## config.mk

```make
export PLATFORM = sky130hd
export DESIGN_NAME = load_cdb_arbiter
export DESIGN_NICKNAME = d
export VERILOG_FILES = /design/src/rtl/load_cdb_arbiter.sv
export SDC_FILE = /design/constraint.sdc
export NUM_CORES = 1
export LEC_CHECK = 0
export ABC_AREA = 1
export BUFFER_PORTS_ARGS = -buffer_cell sky130_fd_sc_hd__buf_2
export CORE_MARGIN = 10
export CORE_UTILIZATION = 53
export CTS_BUF_LIST = sky130_fd_sc_hd__clkbuf_16
export CTS_CLUSTER_SIZE = 8
export DETAILED_ROUTE_END_ITERATION = 8
export PLACE_DENSITY = 0.79
export SLEW_MARGIN = 20
export SYNTH_ARGS = -nofsm -noshare
export SYNTH_HDL_FRONTEND = slang
export SYNTH_SLANG_ARGS = --single-unit
```

## constraint.sdc

```tcl
create_clock -name clock -period 2.2 [get_ports clock]
set_clock_uncertainty 0.1 [all_clocks]
set_input_delay 0.44 -clock clock [delete_from_list [all_inputs] [get_ports clock]]
set_output_delay 0.44 -clock clock [all_outputs]
set_load 0.02 [all_outputs]
```

## src/rtl/load_cdb_arbiter.sv

```systemverilog
// Round-robin arbiter granting the load unit's single CDB slot to one load buffer entry,
// with a saturating wait counter that flags starved load requests as urgent.
`ifndef LOAD_BUFFER_SZ
`define LOAD_BUFFER_SZ 4
`endif

module load_cdb_arbiter #(
  parameter int LOAD_BUFFER_SZ = `LOAD_BUFFER_SZ,
  parameter int STARVE_LIMIT   = 8,
  parameter int CNT_W          = $clog2(STARVE_LIMIT + 1),
  parameter int PTR_W          = $clog2(LOAD_BUFFER_SZ)
) (
  input  logic                      clock,
  input  logic                      reset,
  input  logic [LOAD_BUFFER_SZ-1:0] load_cdb_req,
  input  logic                      cdb_slot_free,
  input  logic                      b_mm_mispred,
  output logic [LOAD_BUFFER_SZ-1:0] load_cdb_en,
  output logic                      load_cdb_grant_valid,
  output logic                      load_cdb_urgent
);

  localparam logic [CNT_W-1:0] WAIT_MAX = CNT_W'(STARVE_LIMIT);

  if ((1 << PTR_W) != LOAD_BUFFER_SZ || LOAD_BUFFER_SZ < 2) begin : g_size_check
    $error("load_cdb_arbiter: LOAD_BUFFER_SZ must be a power of two >= 2");
  end

  logic [PTR_W-1:0] rr_ptr_q, rr_ptr_d;
  logic [CNT_W-1:0] wait_cnt_q, wait_cnt_d;

  logic             any_req;
  logic             grant_ok;
  logic             grant_found;
  logic [PTR_W-1:0] grant_idx;
  logic [PTR_W-1:0] cand_idx;

  assign any_req  = |load_cdb_req;
  // Mispredict blocks the grant: the winning entry may be squashed this same cycle.
  assign grant_ok = cdb_slot_free & any_req & ~b_mm_mispred & ~reset;

  // Scan from rr_ptr upward; the pointer arithmetic wraps for free at a power-of-two size.
  always_comb begin
    grant_found = 1'b0;
    grant_idx   = '0;
    cand_idx    = '0;
    for (int k = 0; k < LOAD_BUFFER_SZ; k++) begin
      cand_idx = rr_ptr_q + PTR_W'(k);
      if (!grant_found && load_cdb_req[cand_idx]) begin
        grant_found = 1'b1;
        grant_idx   = cand_idx;
      end
    end
  end

  always_comb begin
    load_cdb_en = '0;
    for (int i = 0; i < LOAD_BUFFER_SZ; i++) begin
      load_cdb_en[i] = grant_ok & grant_found & (grant_idx == PTR_W'(i));
    end
  end

  assign load_cdb_grant_valid = |load_cdb_en;

  always_comb begin
    rr_ptr_d = rr_ptr_q;
    if (grant_ok && grant_found) begin
      rr_ptr_d = grant_idx + PTR_W'(1);
    end
  end

  always_comb begin
    wait_cnt_d = wait_cnt_q;
    if (b_mm_mispred) begin
      wait_cnt_d = '0;
    end else if (grant_ok) begin
      wait_cnt_d = '0;
    end else if (!any_req) begin
      wait_cnt_d = '0;
    end else if (wait_cnt_q != WAIT_MAX) begin
      wait_cnt_d = wait_cnt_q + CNT_W'(1);
    end
  end

  always_ff @(posedge clock or posedge reset) begin
    if (reset) begin
      rr_ptr_q   <= '0;
      wait_cnt_q <= '0;
    end else begin
      rr_ptr_q   <= rr_ptr_d;
      wait_cnt_q <= wait_cnt_d;
    end
  end

  // Decoded from the registered count only, so it cannot glitch on this cycle's inputs.
  assign load_cdb_urgent = (wait_cnt_q == WAIT_MAX) & ~reset;

endmodule

```

# [After elaboration in Yosys (flattened, before gate mapping)]
# Index checks and enable logic that the tools add are counted.
[word_totals] word_cells=58 inputBits=8 ff_bits=6 out_inout_bits=6
[op_classes] magnitude_cmp=4 bitwise=11 n_reduce_logical=10 mux=20 addsub=5 n_eq_ne=6
[ops] op="$mux W4" n=4
[ops] op="$lt A2 B3 Y1 const B" n=4
[ops] op="$and A1 B1 Y1" n=9
[ops] op="$bmux W1 S2" n=4
[ops] op="$mux W1" n=8
[ops] op="$mux W2" n=4
[ops] op="$reduce_or A4 Y1" n=2
[ops] op="$add A2 B1 Y2 const B" n=2
[ops] op="$add A2 B2 Y2 const B" n=2
[ops] op="$add A4 B1 Y4 const B" n=1
[ops] op="$eq A2 B2 Y1 const B" n=2
[ops] op="$eq A4 B4 Y1 const B" n=1
[ops] op="$logic_and A1 B1 Y1" n=4
[ops] op="$ne A4 B2 Y1 const B" n=1
[ops] op="$ne A4 B4 Y1 const B" n=1
[ops] op="$logic_not A1 Y1" n=3
[ops] op="$eq A2 B1 Y1 const B" n=1
[ops] op="$logic_not A2 Y1" n=1
[ops] op="$not A1 Y1" n=2

# [Depth between registers and ports, before layout]
# Gate-level depths: netlist of the first run.
[logic_depth] word_depth=15 depth_mapped=16 mapped_depth_nobuf=16

# [Worst setup path after synthesis of the first run]
# OpenSTA, ideal clock, no wires.
[synth_timing] path_kind="reg2out" start="register rr_ptr_q[0]" end="output port load_cdb_grant_valid" t_required_ns=1.660 path_buffers=1 path_slack_ns=-0.180 arrival_time_ns=1.840 stages_incl_launch_ff=16 path_cell_list="dfrtp_1 buf_6 nand2_2 nand3_2 nand2_4 inv_1 nand2_1 nand2_1 nand2_2 nor2_4 inv_2 ha_1 inv_1 nor2_1 nor2_1 nand2_1"
[synth_between] elab_chain_len=15
[synth_lines] element="from (decl)" line="29" source="logic [PTR_W-1:0] rr_ptr_q, rr_ptr_d;"
[synth_lines] element="from (signal assigned)" line="90" source="rr_ptr_q <= rr_ptr_d;"
[synth_lines] element="parallel branches: the longest is 13 deep, another holds $add A2 B1 Y2"
[synth_lines] element="$and A1 B1 Y1 (*)" line="59" source="load_cdb_en[i] = grant_ok & grant_found & (grant_idx == PTR_W'(i));"
[synth_lines] element="named net load_cdb_en[0]" line="18" source="output logic [LOAD_BUFFER_SZ-1:0] load_cdb_en,"
[synth_lines] element="$reduce_or A4 Y1 (*)" line="63" source="assign load_cdb_grant_valid = |load_cdb_en;"
[synth_lines] element="to (decl)" line="19" source="output logic load_cdb_grant_valid,"
# Mark *: on every way through the listed nets, which the timed path passes. The select of a mux whose other input is x is not followed.

# [Worst setup path after layout of the first run]
[layout_timing] start="register rr_ptr_q[0]" end="output port load_cdb_en[2]"
[layout_between] elab_chain_len=14
[layout_lines] element="parallel branches: the longest is 13 deep, another holds $add A2 B1 Y2"
[layout_lines] element="$and A1 B1 Y1 (*)" line="59"
[layout_lines] element="to (decl)" line="18"
# Every way passes the cells marked *. The select of a mux whose other input is x is not followed.

==> results of run 1 <==
[stage by stage]
stage / hold WS (ns) / cells / utilization / worst slack (ns)
floorplan: 0.147 / 112 / - / 0.00145
global placement: 0.363 / 147 / 0.677 / -0.251
detailed placement: 0.369 / 147 / 0.677 / -0.308
CTS: 0.146 / 156 / 0.826 / -0.417
global route: 0.174 / 158 / 0.929 / -0.735
finish: 0.142 / 158 / 0.929 / -0.602
[synthesized netlist by cell type, types with 2 or more instances]
cell type / count / share of area
inv_1: 12 / 0.062
nand2_2: 6 / 0.051
ha_1: 6 / 0.10
xor2_1: 3 / 0.036
nand3_1: 4 / 0.027
nand3_2: 5 / 0.068
nor2_1: 9 / 0.046
o21ai_0: 2 / 0.014
nand2_1: 38 / 0.20
nand4_1: 2 / 0.017
inv_2: 8 / 0.041
nor2_4: 2 / 0.031
nand2_4: 3 / 0.046
dfrtp_1: 6 / 0.21
[layout make-up]
cell class	instances	area [sq um]	area share
Inverter	20	87.6	0.0725
Tap cell	15	18.8	0.0155
Timing Repair inverter	1	7.51	0.00621
Multi-Input combinational cell	85	648	0.536
Sequential cell	6	151	0.125
Timing Repair Buffer	28	220	0.182
Clock buffer	3	75.1	0.0621
[worst min-delay path: cells and delay by family]
| kind | cells | cell delay [ns] |
|---|---|---|
| buffers and inverters | 3 | 0.36 |
[routing by layer]
| layer | up-vias | wire length, um |
|---|---|---|
| met3 | 13 | 147 |
| li1 | 401 | - |
| met1 | 430 | 1210 |
| met5 | - | 0 |
| met2 | 59 | 1610 |
| met4 | 0 | 121 |
[sequential cells by signal, indices dropped and copies added, names as in the netlist]
signal      flops
wait_cnt_q      4
rr_ptr_q        2
[logic make-up after synthesis]
kind of cell,Yosys count,synth area share
xor gates and xnor gates,3,0.0360
AOI/OAI and AO/OA,4,0.0274
adders and majority gates,6,0.103
and+or+nand+nor,72,0.510
buffers and inverters,21,0.118
DFF,6,0.205
[where the power goes]
group / total (uW) / switching (uW) / internal (uW) / leakage (uW)
Clock: 299 / 65.2 / 234 / 0.0000370
Combinational: 1640 / 962 / 675 / 0.000522
Sequential: 193 / 57.8 / 135 / 0.0000775
[how the worst max path moves through the flow]
stage,start,end,slack [ns],depth (start not counted)
floorplan,rr_ptr_q[0],load_cdb_grant_valid,0.001,14
global placement,load_cdb_req[2],load_cdb_grant_valid,-0.25,17
detailed placement,load_cdb_req[2],load_cdb_grant_valid,-0.31,17
CTS,rr_ptr_q[0],load_cdb_grant_valid,-0.42,15
global route,rr_ptr_q[0],load_cdb_grant_valid,-0.74,17
finish,rr_ptr_q[0],load_cdb_en[2],-0.60,14
[cell usage in the layout (no fill, tap or decap), drive strengths merged]
master    instances
clkinvlp          1
nand4             2
clkbuf            3
inv              20
dfrtp             6
nor2             12
o21ai             3
nand2            47
buf              28
nand3b            1
a21oi             1
nand3             9
xor2              3
or2               1
ha                6
[what timing repair did]
item | in CTS | in global routing
cloned | 2 | 0
buffers inserted | 4 | 2
hold buffers | 0 | 0
pin swaps | 12 | 18
gates resized for setup | 25 | 29
endpoints found under the setup margin | 5 | 5
==> qor.yml, run 1 <==
sta:
  finalCriticalPeriod_ns: 2.80
  timing.final.crit_share: 1.27
  rsz0062_at_grt: "yes"
  worst_slack_ns: -0.602
  maxSlewViolCount: 0
  fmax_ghz: 0.357
  tightest_slew_ns: 0.265
  setup_violations: 5
  slew_headroom: 0.824
  final.setup.tns_ns: -2.66
  hold_viol: 0
synth:
  yosysSeqAreaShare: 0.205
  syn_area_per_cell_sq_um: 6.52
  synth.distinct_cells: 20
  synth_edf_count: 0
  yosys_warnings: 0
  netlist_instances: 112
  synth_seq_cells: 6
  ys_async_sr_fraction: 1.00
  synth_area_sq_um: 731
  synth.net_count: 126
  synth_flop_cell: "dfrtp_1"
power_and_ir_drop:
  totalPowerFinal_uw: 2130
  peakVddDrop_mv: 1.20
  power_density_nw_per_um2: 1760
  leakagePower_uw: 0.000636
floorplan:
  die_w_um: 57.1
  fp-row-count: 13
  start_util: 0.562
  pin_count: 14
  fp.dieArea_sq_um: 3260
  die_y_um: 57.1
  core_area_sq_um: 1300
final_layout:
  drive_gt1_frac: 0.594
  final_nets: 159
  final_area_sq_um: 1210
  diodes: 0
  fillers: 48
  area_growth_pct: 65.4
routing:
  wl_um: 3100
  drc_errors: 0
  drtIter0Drc: 50
  antenna_left: 0
  routed_via_density: 5.72
  first_pass_iters: 4
  routedWlPerCell_um: 19.6
  route.vias.total: 903
clock_tree:
  cts.path.max_buffers: 2
  clock_latency_ns: 0.23
  cts_buffers: 3
  clk_pin_slew_ns: 0.04
  clkSinkCount: 6
  cts_root_buffer: "clkbuf_16"
  cts_tree: "done"
  cts-htree-levels: 1
setup_path:
  cp-start-kind: "flop"
  endpoint_kind: "output pin"
  r2r_end: "rr_ptr_q[1]"
  critPathRequiredTime_ns: 1.66
  crit_type: "flop to output pin"
  r2r_setup_slack_ns: 0.09
  cp.buffers_inverters: 4
  slowest_stage: "dfrtp_2"
  reg2regPathDepth: 13
  path_max_fanout: 5
  rr_startpoint: "rr_ptr_q[0]"
  cp_cell_sequence: "clkinvlp_4 -> nand2_1 -> nand2_1 -> nand2_2 -> nand2_2 -> nor2_4 -> nand2_1 -> nand3_2 -> nand2_4 -> inv_4 -> ha_4 -> inv_1 -> nor2_1 -> buf_4"
  slowest_delay_ns: 0.49
  cp_common_cell: "nand2_1"
  worst_ep_arrival_time_ns: 2.26
  path_delay_family: "simple AND/OR/NAND/NOR gates"
hold_path:
  hp-class: "input port to asynchronous set/reset pin"
status:
  status: "complete, but fails checks"
  violations: "setup timing"
placement:
  place_area_sq_um: 881
  place.gp.congestion: 0.831
  portBuffers: 13
  hpwlAfterDp_um: 1350
run:
  maxCapViolCount: 0
grt:
  grt_use_met1: 0.142
  top_usage_layer: "met2"
  antenna_found_initial: 0
  grt_pass1_wl_um: 3770
  first_global_vias: 850
  gr-usage-all-layers: 0.140
  use_met2: 0.264
  grt.overflow.total: 0
  met3_usage: 0.0199
  grt_start_max_net_pins: 8
(Power assumes the default switching activity.)
==> run 2, diff against run 1 <==
--- a/config.mk
+++ b/config.mk
@@ -7,12 +7,13 @@
 export LEC_CHECK = 0
 export ABC_AREA = 1
 export BUFFER_PORTS_ARGS = -buffer_cell sky130_fd_sc_hd__buf_2
+export CORE_ASPECT_RATIO = 0.75
 export CORE_MARGIN = 10
-export CORE_UTILIZATION = 53
+export CORE_UTILIZATION = 25
 export CTS_BUF_LIST = sky130_fd_sc_hd__clkbuf_16
 export CTS_CLUSTER_SIZE = 8
 export DETAILED_ROUTE_END_ITERATION = 8
-export PLACE_DENSITY = 0.79
+export PLACE_DENSITY = 0.44
 export SLEW_MARGIN = 20
 export SYNTH_ARGS = -nofsm -noshare
 export SYNTH_HDL_FRONTEND = slang
==> run 2 against run 1 <==
  * The run still ends with setup timing left
  * Combinational power down 5%
  * Critical path depth is the same
  * Critical endpoint is now load_cdb_grant_valid
  * Sequential power decreased by 17%
  * Clock-buffer cell count did not move
  * Global-route usage fell by 6.2 points
==> qor.yml, run 2 (synthesized netlist as in run 1, its figures left out) <==
clock_tree:
  clk_pin_slew_ns: 0.04  # about the same
  cts-htree-levels: 1  # unchanged
  cts.path.max_buffers: 2  # unchanged
  clock_latency_ns: 0.24  # about the same
  clkSinkCount: 6  # unchanged
  cts_root_buffer: "clkbuf_16"
  cts_buffers: 3  # unchanged
  cts_tree: "done"
setup_path:
  r2r_end: "rr_ptr_q[1]"
  slowest_stage: "dfrtp_2"
  reg2regPathDepth: 13  # unchanged
  critPathRequiredTime_ns: 1.66  # about the same
  rr_startpoint: "rr_ptr_q[0]"
  crit_type: "flop to output pin"
  r2r_setup_slack_ns: 0.21  # +0.12 ns
  slowest_delay_ns: 0.41  # -0.08 ns
  cp_common_cell: "nand2_2"
  cp.buffers_inverters: 4  # unchanged
  cp-start-kind: "flop"
  cp_cell_sequence: "buf_6 -> buf_6 -> nand2_2 -> nand2_2 -> nand2_2 -> nand2_2 -> nor2_4 -> nand4_1 -> nand2_4 -> inv_4 -> ha_4 -> o21ai_2 -> nand2_2 -> buf_6"
  path_max_fanout: 6  # +1
  endpoint_kind: "output pin"
  path_delay_family: "simple AND/OR/NAND/NOR gates"
  startpoint: "rr_ptr_q[0]"
  worst_ep_arrival_time_ns: 2.10  # -0.16 ns
placement:
  place.gp.congestion: 0.777  # -6.6%
  hpwlAfterDp_um: 1470  # +8.8%
  portBuffers: 13  # unchanged
  place_ws_ns: -0.353  # -0.0442 ns
power_and_ir_drop:
  peakVddDrop_mv: 0.452  # -62%
  totalPowerFinal_uw: 2010  # -5.3%
  leakagePower_uw: 0.000668  # +5.0%
  swShare: 0.463  # -0.0467
  combPwrFrac: 0.768  # about the same
  power_switching_uw: 933  # -14%
  seq_power_share: 0.080  # -0.011
  pwr-share-clk: 0.153  # +0.013
  p_int_uw: 1080  # +3.7%
  power_density_nw_per_um2: 1600  # -9.0%
sta:
  holdWs_ns: 0.112  # -0.0297 ns
  rsz0062_at_grt: "yes"
  maxSlewViolCount: 0  # unchanged
  setup_violations: 5  # unchanged
  worst_slack_ns: -0.443  # +0.159 ns
  finalCriticalPeriod_ns: 2.64  # -0.159 ns
  tightest_slew_ns: 0.247  # -0.0178 ns
  hold_viol: 0  # unchanged
  fmax_ghz: 0.378  # +6.0%
  timing.final.crit_share: 1.20  # -0.0725
  slew_headroom: 0.834  # +0.0101
final_layout:
  drive_gt1_frac: 0.588  # -0.00617
  final_nets: 169  # +6.3%
  final_util: 0.465  # -0.464
  top_register: "wait_cnt_q"
  fillers: 270  # +460%
  area_growth_pct: 72.1
  final_common_cell: "nand2_1"
  final-seq-area_sq_um: 151  # unchanged
  most-common-layout-cells: "nand2_1 (30), buf_4 (24), nand2_2 (11)"
  reg_top3: "wait_cnt_q x4, rr_ptr_q x2"
  diodes: 0  # unchanged
  largest_reg_flops: 4  # unchanged
  multi_input_area_sq_um: 608  # -6.2%
grt:
  grt_start_max_net_pins: 8  # unchanged
  grt_pass1_wl_um: 3370  # -10%
  antenna_found_initial: 0  # unchanged
  gr-usage-all-layers: 0.0783  # -0.0619
  first_global_vias: 791  # -6.9%
  grt.overflow.total: 0  # unchanged
floorplan:
  start_util: 0.270  # -0.291
  fp.dieArea_sq_um: 5510  # +69%
  core_area_sq_um: 2700  # +110%
  die_w_um: 82.4  # +44%
  pin_count: 14  # unchanged
  die_y_um: 66.8  # +17%
  fp-row-count: 16  # +3
hold_path:
  hp-class: "input port to asynchronous set/reset pin"
routing:
  drc_errors: 0  # unchanged
  route.vias.total: 798  # -12%
  drtIter0Drc: 23  # -54%
  antenna_left: 0  # unchanged
  first_pass_iters: 4  # unchanged
  routedWlPerCell_um: 10.7  # -45%
  routed_via_density: 4.22  # -26%
  wl_um: 2030  # -34%
status:
  violations: "setup timing"
  status: "complete, but fails checks"
run:
  maxCapViolCount: 0  # unchanged
run 2: final cells by class:
cell class              count  share of cell area
clock buffers               3              0.0597
multi-input cells          85               0.484
repair buffers             38               0.229
inverters                  20              0.0657
repair inverters            1             0.00597
well taps                  36              0.0358
flip-flops and latches      6               0.120
run 2: worst min-delay path, delay by kind of cell:
kind,cells,cell delay [ns]
buf+inv,3,0.34
run 2: repair_timing:
item	in CTS	in global routing
gates resized for setup	24	19
pin swaps	12	23
endpoints found under the setup margin	5	5
cloned	1	0
hold buffers	0	0
buffers inserted	9	4
run 2: per-stage QoR:
step / TNS, ns / cell area (sq um) / instances
floorplan: 0 / 748 / 112
global placement: -0.721 / 937 / 172
detailed placement: -1.04 / 937 / 172
CTS: -2.17 / 1150 / 185
global route: -2.58 / 1260 / 189
finish: -1.93 / 1260 / 189
run 2: worst max path at each step:
stage | end | slack, ns | depth (start not counted)
2_1_floorplan | load_cdb_grant_valid | 0.001 | 14
3_3_place_gp | load_cdb_grant_valid | -0.28 | 17
3_5_place_dp | load_cdb_grant_valid | -0.35 | 17
4_1_cts | load_cdb_grant_valid | -0.46 | 18
5_1_grt | load_cdb_grant_valid | -0.57 | 18
6_report | load_cdb_grant_valid | -0.44 | 14
run 2: power by group through the flow:
stage / Clock [uW] / Combinational, uW / Sequential [uW]
global placement: 0 / 975 / 155
global route: 318 / 1710 / 165
CTS: 307 / 1270 / 160
floorplan: 0 / 723 / 156
detailed placement: 0 / 991 / 156
finish: 308 / 1550 / 160
run 2: layer usage:
layer / global-route usage / wire length, um / part of all wire
met5: 0 / 0 / 0
met3: 0.0255 / 127 / 0.063
met2: 0.113 / 879 / 0.43
met1: 0.0995 / 987 / 0.49
met4: 0.0424 / 35 / 0.017
==> run 3, diff against run 2 <==
--- a/config.mk
+++ b/config.mk
@@ -5,15 +5,14 @@
 export SDC_FILE = /design/constraint.sdc
 export NUM_CORES = 1
 export LEC_CHECK = 0
-export ABC_AREA = 1
 export BUFFER_PORTS_ARGS = -buffer_cell sky130_fd_sc_hd__buf_2
-export CORE_ASPECT_RATIO = 0.75
+export CORE_ASPECT_RATIO = 1.1
 export CORE_MARGIN = 10
 export CORE_UTILIZATION = 25
 export CTS_BUF_LIST = sky130_fd_sc_hd__clkbuf_16
 export CTS_CLUSTER_SIZE = 8
 export DETAILED_ROUTE_END_ITERATION = 8
-export PLACE_DENSITY = 0.44
+export PLACE_DENSITY = 0.46
 export SLEW_MARGIN = 20
 export SYNTH_ARGS = -nofsm -noshare
 export SYNTH_HDL_FRONTEND = slang
==> constraint.sdc (replaced) <==
create_clock -name clock -period 2.5 [get_ports clock]
set_clock_uncertainty 0.1 [all_clocks]
set_input_delay 0.5 -clock clock [delete_from_list [all_inputs] [get_ports clock]]
set_output_delay 0.5 -clock clock [all_outputs]
set_load 0.02 [all_outputs]
==> run 3 against run 2 <==
  * The run still ends with setup timing left
  * Non-clock buffer count is 3 lower
  * Combinational power is 76% lower
  * Global-route usage is 0.19 points lower
  * Flip-flop and latch count stayed put
  * Largest power group unchanged
  * Via count is 27% lower
  * Synthesized cell count is 49% lower
  * Die area is 21% lower
  * Worst hold slack better by 0.0028 ns
  * Design area is 22% lower
  * Sequential share of layout area is 3.3 points higher
  * Sequential power is 13% lower
  * First-iteration DRC count is 4.3% higher
==> qor.yml, run 3 <==
synth:
  synth.top_cell.area_share: 0.282  # +0.0769
  synth_compound_area_frac: 0.136  # +0.109
  ys_async_sr_fraction: 1.00  # unchanged
  yosys_warnings: 0  # unchanged
  synth_seq_cells: 6  # unchanged
  netlist_instances: 57  # -49%
  yosysTopAreaCell: "dfrtp_1"
  ys_top_cells_by_area: "dfrtp_1 (28%), ha_1 (14%), and3_1 (5.9%)"
  yosys.area_share.simple: 0.304  # -0.207
  syn_area_per_cell_sq_um: 9.33  # +43%
  synth_flop_cell: "dfrtp_1"
  synthMuxAreaShare: 0.0588  # +0.0588
  synth_top_family_by_area: "simple AND/OR/NAND/NOR gates"
  yosysSeqAreaShare: 0.282  # +0.0769
  ys_top_cells_by_count: "dfrtp_1 (6), ha_1 (6), nor2_1 (6), and3_1 (5), inv_1 (4)"
  synth.distinct_cells: 28  # +40%
  synth_edf_count: 0  # unchanged
  synth_area_sq_um: 532  # -27%
  synth-adder-area-share: 0.141  # +0.0384
  synth.net_count: 71  # -44%
  synth_xor_xnor_area_share: 0.0494  # +0.0135
setup_path:
  path_max_fanout: 6  # unchanged
  reg2regPathDepth: 15  # +2
  worst_ep_arrival_time_ns: 2.00  # -0.10 ns
  r2r_end: "rr_ptr_q[0]"
  r2r_setup_slack_ns: -0.03  # -0.24 ns
  path_delay_family: "simple AND/OR/NAND/NOR gates"
  rr_startpoint: "rr_ptr_q[1]"
  critPathRequiredTime_ns: 1.90  # +0.24 ns
  crit_type: "input port to output pin"
  cp_cell_sequence: "buf_4 -> nor4_4 -> nor2_4 -> and3_4 -> ha_4 -> o41a_1 -> buf_6"
  endpoint_kind: "output pin"
  slowest_stage: "o41a_1"
  cp-start-kind: "input port"
  cp.buffers_inverters: 2  # -2
  slowest_delay_ns: 0.42  # about the same
final_layout:
  top_register: "wait_cnt_q"
  drive_gt1_frac: 0.589  # +0.00124
  final_nets: 111  # -34%
  area_growth_pct: 84.5
  reg_top3: "wait_cnt_q x4, rr_ptr_q x2"
  final_common_cell: "buf_4"
  final_area_sq_um: 981  # -22%
  final_util: 0.485  # +0.0202
  largest_reg_flops: 4  # unchanged
  diodes: 0  # unchanged
  most-common-layout-cells: "buf_4 (20), buf_2 (10), dfrtp_1 (6)"
status:
  violations: "setup timing"
  status: "complete, but fails checks"
clock_tree:
  cts-htree-levels: 1  # unchanged
  cts_root_buffer: "clkbuf_16"
  clkSinkCount: 6  # unchanged
  cts_tree: "done"
  clk_pin_slew_ns: 0.03  # about the same
  cts_buffers: 3  # unchanged
  cts.path.max_buffers: 2  # unchanged
  cts_hold_buf: 0  # unchanged
  clock_latency_ns: 0.23  # about the same
sta:
  maxSlewViolCount: 0  # unchanged
  hold_viol: 0  # unchanged
  slew_headroom: 0.563  # -0.270
  fmax_ghz: 0.384
  tightest_slew_ns: 0.653  # +0.407 ns
  rsz0062_at_grt: "yes"
  timing.final.crit_share: 1.04
  holdWs_ns: 0.115  # +0.00283 ns
  worst_slack_ns: -0.104  # +0.339 ns
  finalCriticalPeriod_ns: 2.60
  final.setup.tns_ns: -0.137  # +1.79 ns
  setup_violations: 2  # -3
power_and_ir_drop:
  peakVddDrop_mv: 0.378  # -16%
  leakagePower_uw: 0.000494  # -26%
  totalPowerFinal_uw: 771  # -62%
  power_density_nw_per_um2: 786  # -51%
grt:
  grt.overflow.total: 0  # unchanged
  grt_start_max_net_pins: 7  # -1
  first_global_vias: 629  # -20%
  gr-usage-all-layers: 0.0764  # -0.00190
  grt_pass1_wl_um: 2590  # -23%
  met3_usage: 0.0261  # +0.000632
  grt_use_met1: 0.0681  # -0.0313
  top_usage_layer: "met2"
  antenna_found_initial: 0  # unchanged
  use_met2: 0.142  # +0.0284
placement:
  portBuffers: 13  # unchanged
  place.gp.congestion: 0.784  # +0.99%
  hpwlAfterDp_um: 1070  # -27%
  place_area_sq_um: 699  # -25%
routing:
  route.vias.total: 581  # -27%
  drtIter0Drc: 24  # +4.3%
  routed_via_density: 4.72  # +12%
  routedWlPerCell_um: 13.4  # +25%
  wl_um: 1650  # -19%
  first_pass_iters: 4  # unchanged
  drc_errors: 0  # unchanged
  antenna_left: 0  # unchanged
floorplan:
  core_area_sq_um: 2020  # -25%
  start_util: 0.263  # -0.00721
  die_w_um: 64.0  # -22%
  fp.dieArea_sq_um: 4370  # -21%
  pin_count: 14  # unchanged
  die_y_um: 68.4  # +2.3%
  fp-row-count: 17  # +1
run:
  maxCapViolCount: 0  # unchanged
hold_path:
  hp-class: "input port to asynchronous set/reset pin"
## run 3: cell count changes in the layout (fill, tap and decap cells not counted), sizes merged, moves of 5 or more
cell	previous run	this run
nand3	9	2
nor2	12	6
nand2	47	1
and3	0	5
inv	20	4
## run 3: per-layer routing
layer / vias to the layer above / wire [um]
met5: - / 0
met1: 282 / 647
li1: 280 / -
met3: 7 / 69
met4: 0 / 58
met2: 12 / 877
## run 3: worst max-delay path by stage
stage	start	to	slack (ns)	cells past startpoint
detailed placement	load_cdb_req[0]	load_cdb_grant_valid	-0.11	7
CTS	rr_ptr_q[1]	load_cdb_grant_valid	-0.05	7
floorplan	load_cdb_req[1]	load_cdb_grant_valid	0.11	5
global placement	load_cdb_req[0]	load_cdb_grant_valid	-0.14	7
global route	load_cdb_req[0]	load_cdb_grant_valid	-0.13	7
finish	load_cdb_req[0]	load_cdb_grant_valid	-0.10	7
## run 3: per-stage QoR
step | std cells | setup WS, ns
after floorplan | 57 | 0.110
after global placement | 107 | -0.142
after detailed placement | 107 | -0.112
after CTS | 123 | -0.0483
after global routing | 123 | -0.134
final | 123 | -0.104
## run 3: repair_timing
action	CTS	global route
gates resized for setup	9	17
pin swaps	6	4
setup buffers	13	2
endpoints found under the setup margin	1	4
## run 3: cell families after synthesis
group	after synthesis
simple gates	25
xor+xnor	3
mux	3
buf+inv	4
fa+ha+maj	6
flops	6
compound gates	10
## run 3: report_power, final
group / total [uW] / internal [uW] / switching [uW]
sequential: 139 / 114 / 25.1
clock: 261 / 205 / 55.1
combinational: 371 / 228 / 143
total: 771 / 547 / 224
## run 3: layout make-up
cell class | instances | area [sq um]
clock buffers | 3 | 75.1
repair buffers | 35 | 256
multi-input cells | 47 | 449
inverters | 4 | 15.0
well taps | 28 | 35.0
flip-flops and latches | 6 | 150
fillers | 197 | 1040
